**config.mk**
```make
export PLATFORM = sky130hd
export DESIGN_NAME = frame_sync_regs
export DESIGN_NICKNAME = d
export VERILOG_FILES = /design/src/rtl/frame_sync_regs.sv
export SDC_FILE = /design/constraint.sdc
export NUM_CORES = 2
export LEC_CHECK = 0
export BUFFER_PORTS_ARGS = -buffer_cell sky130_fd_sc_hd__buf_2
export CORE_ASPECT_RATIO = 1.2
export CORE_MARGIN = 2
export CORE_UTILIZATION = 40
export DETAILED_ROUTE_END_ITERATION = 10
export SLEW_MARGIN = 20
export SYNTH_ARGS = -nofsm -noshare
export SYNTH_HDL_FRONTEND = slang
export SYNTH_SLANG_ARGS = --single-unit
```
**constraint.sdc**
```tcl
create_clock -name clk -period 36.1 [get_ports clk]
set_input_delay 1.805 -clock clk [delete_from_list [all_inputs] [get_ports clk]]
set_output_delay 1.805 -clock clk [all_outputs]
set_load 0.02 [all_outputs]
```
**src/rtl/frame_sync_regs.sv**
```systemverilog
// frame_sync_regs
//   Double-buffered Avalon-MM register bank in front of the VGA renderer.
//   Software fills a shadow bank at any time and requests a commit. The
//   shadow bank is copied into the active bank only during vertical blanking.
//   Each completed commit advances frame_count and raises irq.
//
// Bus handshake: Avalon-MM slave without waitrequest. An access is a cycle
//   with chipselect high and write or read high. Every access completes in
//   that cycle. Read data appears on readdata one cycle later and holds until
//   the next read.
//
// Ports:
//   clk, reset     system clock; asynchronous active-high reset
//   chipselect     Avalon select
//   write, read    Avalon strobes
//   address        word address: data slots, then COMMIT, then STATUS
//   writedata      write data byte
//   readdata       registered read data
//   vcount         current line from the VGA timing generator
//   regs_active    flattened active bank, byte i at [8i+7:8i]
//   frame_count    completed commits, mod 256
//   irq            level interrupt, set on commit completion
module frame_sync_regs #(
    parameter int NUM_REGS = 64,
    parameter int VACTIVE  = 480
) (
    input  logic                      clk,
    input  logic                      reset,
    input  logic                      chipselect,
    input  logic                      write,
    input  logic                      read,
    input  logic [5:0]                address,
    input  logic [7:0]                writedata,
    output logic [7:0]                readdata,
    input  logic [9:0]                vcount,
    output logic [(NUM_REGS-2)*8-1:0] regs_active,
    output logic [7:0]                frame_count,
    output logic                      irq
);
    localparam int         NUM_DATA    = NUM_REGS - 2;
    localparam logic [5:0] COMMIT_ADDR = 6'(NUM_REGS - 2);
    localparam logic [5:0] STATUS_ADDR = 6'(NUM_REGS - 1);
    localparam logic [5:0] LAST_IDX    = 6'(NUM_REGS - 3);
    localparam logic [9:0] VBLANK_LINE = 10'(VACTIVE);

    typedef enum logic [1:0] {
        IDLE    = 2'd0,
        PENDING = 2'd1,
        COPY    = 2'd2,
        DONE    = 2'd3
    } state_t;

    state_t     state, state_n;
    logic [7:0] shadow [NUM_DATA];
    logic [7:0] active [NUM_DATA];
    logic [5:0] idx;
    logic       pend_next;
    logic [9:0] vcount_d;

    logic bus_wr, data_write, commit_req, status_clr, vblank_start;

    assign bus_wr       = chipselect & write;
    assign data_write   = bus_wr & (address < COMMIT_ADDR);
    assign commit_req   = bus_wr & (address == COMMIT_ADDR);
    assign status_clr   = bus_wr & (address == STATUS_ADDR) & writedata[1];
    // Only the first cycle at the blanking line counts, however long vcount
    // dwells there.
    assign vblank_start = (vcount == VBLANK_LINE) & (vcount_d != VBLANK_LINE);

    always_ff @(posedge clk or posedge reset) begin
        if (reset) vcount_d <= '0;
        else       vcount_d <= vcount;
    end

    always_ff @(posedge clk or posedge reset) begin
        if (reset) state <= IDLE;
        else       state <= state_n;
    end

    always_comb begin
        state_n = state;
        case (state)
            IDLE:    if (commit_req) state_n = PENDING;
            PENDING: if (vblank_start) state_n = COPY;
            COPY:    if (idx == LAST_IDX) state_n = DONE;
            DONE:    state_n = (pend_next | commit_req) ? PENDING : IDLE;
            default: state_n = IDLE;
        endcase
    end

    always_ff @(posedge clk or posedge reset) begin
        if (reset) begin
            idx         <= '0;
            pend_next   <= 1'b0;
            frame_count <= '0;
            irq         <= 1'b0;
        end else begin
            // idx rests at 0 outside COPY so a copy always starts at slot 0.
            if (state == COPY) idx <= (idx == LAST_IDX) ? 6'd0 : idx + 6'd1;
            else               idx <= 6'd0;

            if (state == DONE)                    pend_next <= 1'b0;
            else if (state == COPY && commit_req) pend_next <= 1'b1;

            if (state == DONE) frame_count <= frame_count + 8'd1;

            // Completion beats a same-cycle software clear.
            if (state == DONE)   irq <= 1'b1;
            else if (status_clr) irq <= 1'b0;
        end
    end

    always_ff @(posedge clk or posedge reset) begin
        if (reset) begin
            for (int i = 0; i < NUM_DATA; i++) shadow[i] <= '0;
        end else if (data_write) begin
            shadow[address] <= writedata;
        end
    end

    // The copy reads shadow before this cycle's write, so a write that hits
    // the slot being copied waits for the next commit.
    always_ff @(posedge clk or posedge reset) begin
        if (reset) begin
            for (int i = 0; i < NUM_DATA; i++) active[i] <= '0;
        end else if (state == COPY) begin
            active[idx] <= shadow[idx];
        end
    end

    always_ff @(posedge clk or posedge reset) begin
        if (reset) begin
            readdata <= '0;
        end else if (chipselect & read) begin
            if (address < COMMIT_ADDR)       readdata <= shadow[address];
            else if (address == COMMIT_ADDR) readdata <= frame_count;
            else                             readdata <= {5'b0, pend_next, irq, state != IDLE};
        end
    end

    genvar g;
    generate
        for (g = 0; g < NUM_DATA; g++) begin : g_flat
            assign regs_active[8*g +: 8] = active[g];
        end
    endgenerate

endmodule

```
# Word-level counts from Yosys, hierarchy flattened
# Index checks and enable logic that the tools add are counted.
[totals]
register_bits = 1028
in_bits = 29
[classes]
n_addsub = 2
n_lt_le_gt_ge = 5
eq_ne = 11
muxes = 25
bitwise_logic = 10
n_reduce_logical = 8
[op_table]
columns = ["op", "n"]
rows = [
  ["$bwmux 496", 2],
  ["$bmux 8 s6", 2],
  ["$demux 8 s6", 2],
  ["$mux 8", 8],
  ["$eq 6x6->1 const B", 3],
  ["$ge 7x7->1 const B", 2],
  ["$lt 7x1->1 const B", 2],
  ["$not 6->7", 2],
  ["$mux 6", 2],
  ["$eq 10x9->1 const B", 1],
  ["$ne 10x9->1 const B", 1],
  ["$add 8x1->8 const B", 1],
  ["$pmux 2 s4", 1],
  ["$and 1x1->1", 7],
  ["$add 6x1->6 const B", 1],
  ["$lt 6x6->1 const B", 1],
  ["$mux 2", 3],
  ["$ne 2x2->1 const B", 3],
  ["$reduce_bool 2->1", 3],
  ["$mux 1", 5],
  ["$eq 2x2->1 const B", 2],
  ["$logic_and 1x1->1", 3],
  ["$reduce_and 3->1", 1],
  ["$eq 2x1->1 const B", 1],
  ["2 further kinds", 2],
]

# Depth between registers and ports, before layout
[depth]
depth_word = 6
depth_mapped = 14

# Worst setup path after synthesis
# OpenSTA, ideal clock, no wires.
[synth_timing]
path_kind = "in2reg"
startpoint = "input address[0]"
endpoint = "register shadow[480] in the netlist's numbering"
setup_time_ps = 125
arrival_ps = 3736
slack_ps = 32240
path_stages = 7
path_buffers = 4
cell_sequence = "buf_2 buf_2 buf_2 buf_2 nand2_1 nor2_1 mux2_2"
[synth_between]
elab_chain_len = 6
[synth_rtl]
columns = ["item", "line_no", "text"]
rows = [
  ["from (decl)", "32", "input logic [5:0] address,"],
  ["$not 6->7 (implied by the code)", "117", "shadow[address] <= writedata;"],
  ["$ge 7x7->1 (implied by the code) or $lt 7x1->1 (tied branches)", "117", ""],
  ["$logic_and 1x1->1 (implied by the code)", "117", ""],
  ["$mux 8 (implied by the code)", "117", ""],
  ["$demux 8 s6", "117", ""],
  ["$bwmux 496", "117", ""],
  ["to (signal, indexed assignment)", "117", ""],
  ["to (decl)", "54", "logic [7:0] shadow [NUM_DATA];"],
]
# Several ways; a longest one is shown, not always the timed one.
# A chain may end at the register's enable or synchronous reset.

# Worst setup path after layout
[layout_timing]
startpoint = "input address[1]"
endpoint = "register shadow[119] in the netlist's numbering"
# Same word-level chain as after synthesis.

==> flow_summary.toml <==
[clocking]
cts_setup_buffers = 0
clk_path_buf_depth = 3
worstSkewPairLatency_ps = 750
holdBufCountCts = 0
cts_buffers = 103
clk_pin_slew_worst_paths_ps = 60
cts-root-buf = "clkbuf_16"
clkSinkCount = 1028
htree_num_levels = 3
cts_tree = "done"
cts-resized-gates = 0

[floorplanning]
coreArea_sq_um = 116000
io_pins = 542
die_area_sq_um = 119000
rows = 137
die_w_um = 315
start_util_pct = 40.2
die_h_um = 378

[drt]
first_pass_iters = 6
route.detailed.drc = 0
wire_per_inst_um = 29.6
num_vias = 34600
vias_per_cell = 5.93
drtIter0Drc = 3335
wl_um = 173000
ant_nets = 0

[worst_setup_path]
crit_end = "shadow[119]"
crit_type = "primary input to register"
cp_data_arrival_time_ps = 6200
r2r_slack_ps = 30850
critPathCaptureType = "register"
rr_endpoint = "regs_active[149]"
cp-startpoint = "address[1]"
worst_setup_path_start_kind = "primary input"
reg2reg_from = "idx[1]"
path_max_fanout = 46
reg2reg_depth = 10
cp.required_ps = 36660

[cells_and_area]
final_area_sq_um = 54100
diodes = 0
utilization_pct = 46.8
fin_nets = 4260
syn_to_final_growth_pct = 16.3
multiInputGateArea_sq_um = 19400
seq_area_sq_um = 25700
drive_gt1_share_pct = 38.4
fillers = 10600

[yosys]
seq_area_frac_synth_pct = 55.3
synth-seq-cells = 1028
synth_enable_flop_cells = 0
synth-async-reset-ratio_pct = 100
yosysWarningCount = 0
avgSynthCellArea_sq_um = 12.3
mappedNetlistNets = 3805
yosysMostFrequentCell = "dfrtp_1"
synth_fa_ha_area_share_pct = 0.215
synthXorXnorAreaFrac_pct = 0.207
synth_top_cells_by_count = "dfrtp_1, mux2_2, nor2_1, a21oi_1, nand2_1"
synthFlopType = "dfrtp_1"
synth_mux_area_share_pct = 24.0
synth.area.top_cells = "dfrtp_1, mux2_2, mux4_2"
synth_compound_area_share_pct = 10.3
synth-simple-area-share_pct = 6.82
syn_inst = 3768
ys_types = 75
synth_top_cell_area_share_pct = 55.3
synth_top_family_by_area = "multiplexers"
synth_top_area_cell = "dfrtp_1"
netlist_area_sq_um = 46500

[sta]
min_period_ps = 5640
grt_setup_unrepaired = "no"
slew_headroom_pct = 18.2
clock_skew_ps = 85.1
hold_violations = 0
maxSlewViolCount = 0
setup_viol = 0
max_freq_ghz = 0.177
fin_tns_setup_ps = 0
fin_crit_sh_pct = 15.6
max_slew.worst_pin.slew_ps = 1220

[grt]
grt_pass1_wl_um = 248000
grt_max_degree = 164
grt_antenna_before_repair = 12
overflow = 0
grt_usage_pct = 28.6
grt_pass1_vias = 33500

[pwr]
p_per_area_nw_per_um2 = 52.5
peakVddDrop_mv = 0.0351
p_leak_nw = 26.2

[hold_path]
min_path_type = "register to register"

[placement]
io_buffers = 541
hpwl_um = 116000
dpl_cell_area_sq_um = 50600
gp_congestion = 0.969

[run]
drv_cap = 0

[status]
status = "completed"
-- stage by stage --
step,power (mW),worst slack (ps),hold slack (ps),cells
6_report,2.84,30460,472,5835
4_1_cts,2.84,30620,479,5834
3_3_place_gp,1.75,29960,457,5646
2_1_floorplan,1.57,5370,488,3768
5_1_grt,2.93,30390,492,5835
3_5_place_dp,1.75,29880,465,5646
-- final cells by class --
class                           instances  share of cell area, %
Sequential cell                      1028                   47.6
Multi-Input combinational cell       2437                   35.9
Tap cell                             1529                   3.54
Inverter                               15                  0.118
Clock buffer                          156                   5.58
Clock inverter                         32                  0.812
Timing Repair Buffer                  638                   6.46
-- cell usage in the layout (no fill, tap or decap), drive strengths merged, types with 56 or more instances in the layout --
master | synthesis | final
dfrtp | 1028 | 1028
mux2 | 676 | 676
buf | 130 | 638
nor2 | 408 | 408
a21oi | 297 | 297
nand2 | 264 | 264
o21ai | 182 | 182
clkbuf | 158 | 156
mux4 | 117 | 117
mux2i | 91 | 91
a221oi | 83 | 83
a22oi | 56 | 56
-- power by group --
group          switching [mW]  total [mW]  internal [mW]
logic                   0.307       0.462          0.154
registers              0.0639        1.28           1.22
clock network           0.482        1.10          0.616
-- how the worst min path moves through the flow --
stage | from | end | slack [ps] | cells past startpoint
6_report | regs_active[197] | regs_active[197] | 470 | 2
5_1_grt | regs_active[204] | regs_active[204] | 490 | 2
4_1_cts | regs_active[34] | regs_active[34] | 480 | 2
3_5_place_dp | regs_active[470] | regs_active[470] | 460 | 2
3_3_place_gp | regs_active[149] | regs_active[149] | 460 | 2
2_1_floorplan | pend_next | pend_next | 490 | 2
-- worst max-delay path: stages --
cell and delay [ps]:
buf_4 380, buf_4 580, buf_4 700, and2_1 750
nand2_1 710, nor2_1 770, mux2_2 410
-- sequential cells by signal (all words and copies together) (netlist names) --
| signal | count |
|---|---|
| idx | 6 |
| shadow | 496 |
| pend_next | 1 |
| irq | 1 |
| vcount_d | 10 |
| readdata | 8 |
| state | 2 |
| regs_active | 496 |
| frame_count | 8 |
-- metal layers --
metal	vias to the layer above	part of all wire, %	global-route usage [%]
met2	1817	46	45.1
li1	14500	-	-
met5	-	0.070	0
met3	464	9.3	7.20
met1	17800	38	35.8
met4	20	6.1	16.2
-- cells by family after synthesis --
group | count (synthesis)
flip-flops | 1028
AO/OA/AOI/OAI | 760
multiplexers | 884
adder cells (fa/ha/maj) | 8
AND/OR/NAND/NOR | 774
XOR/XNOR | 11
buffers and inverters | 303
No activity file was read; power rests on OpenSTA's default activity.
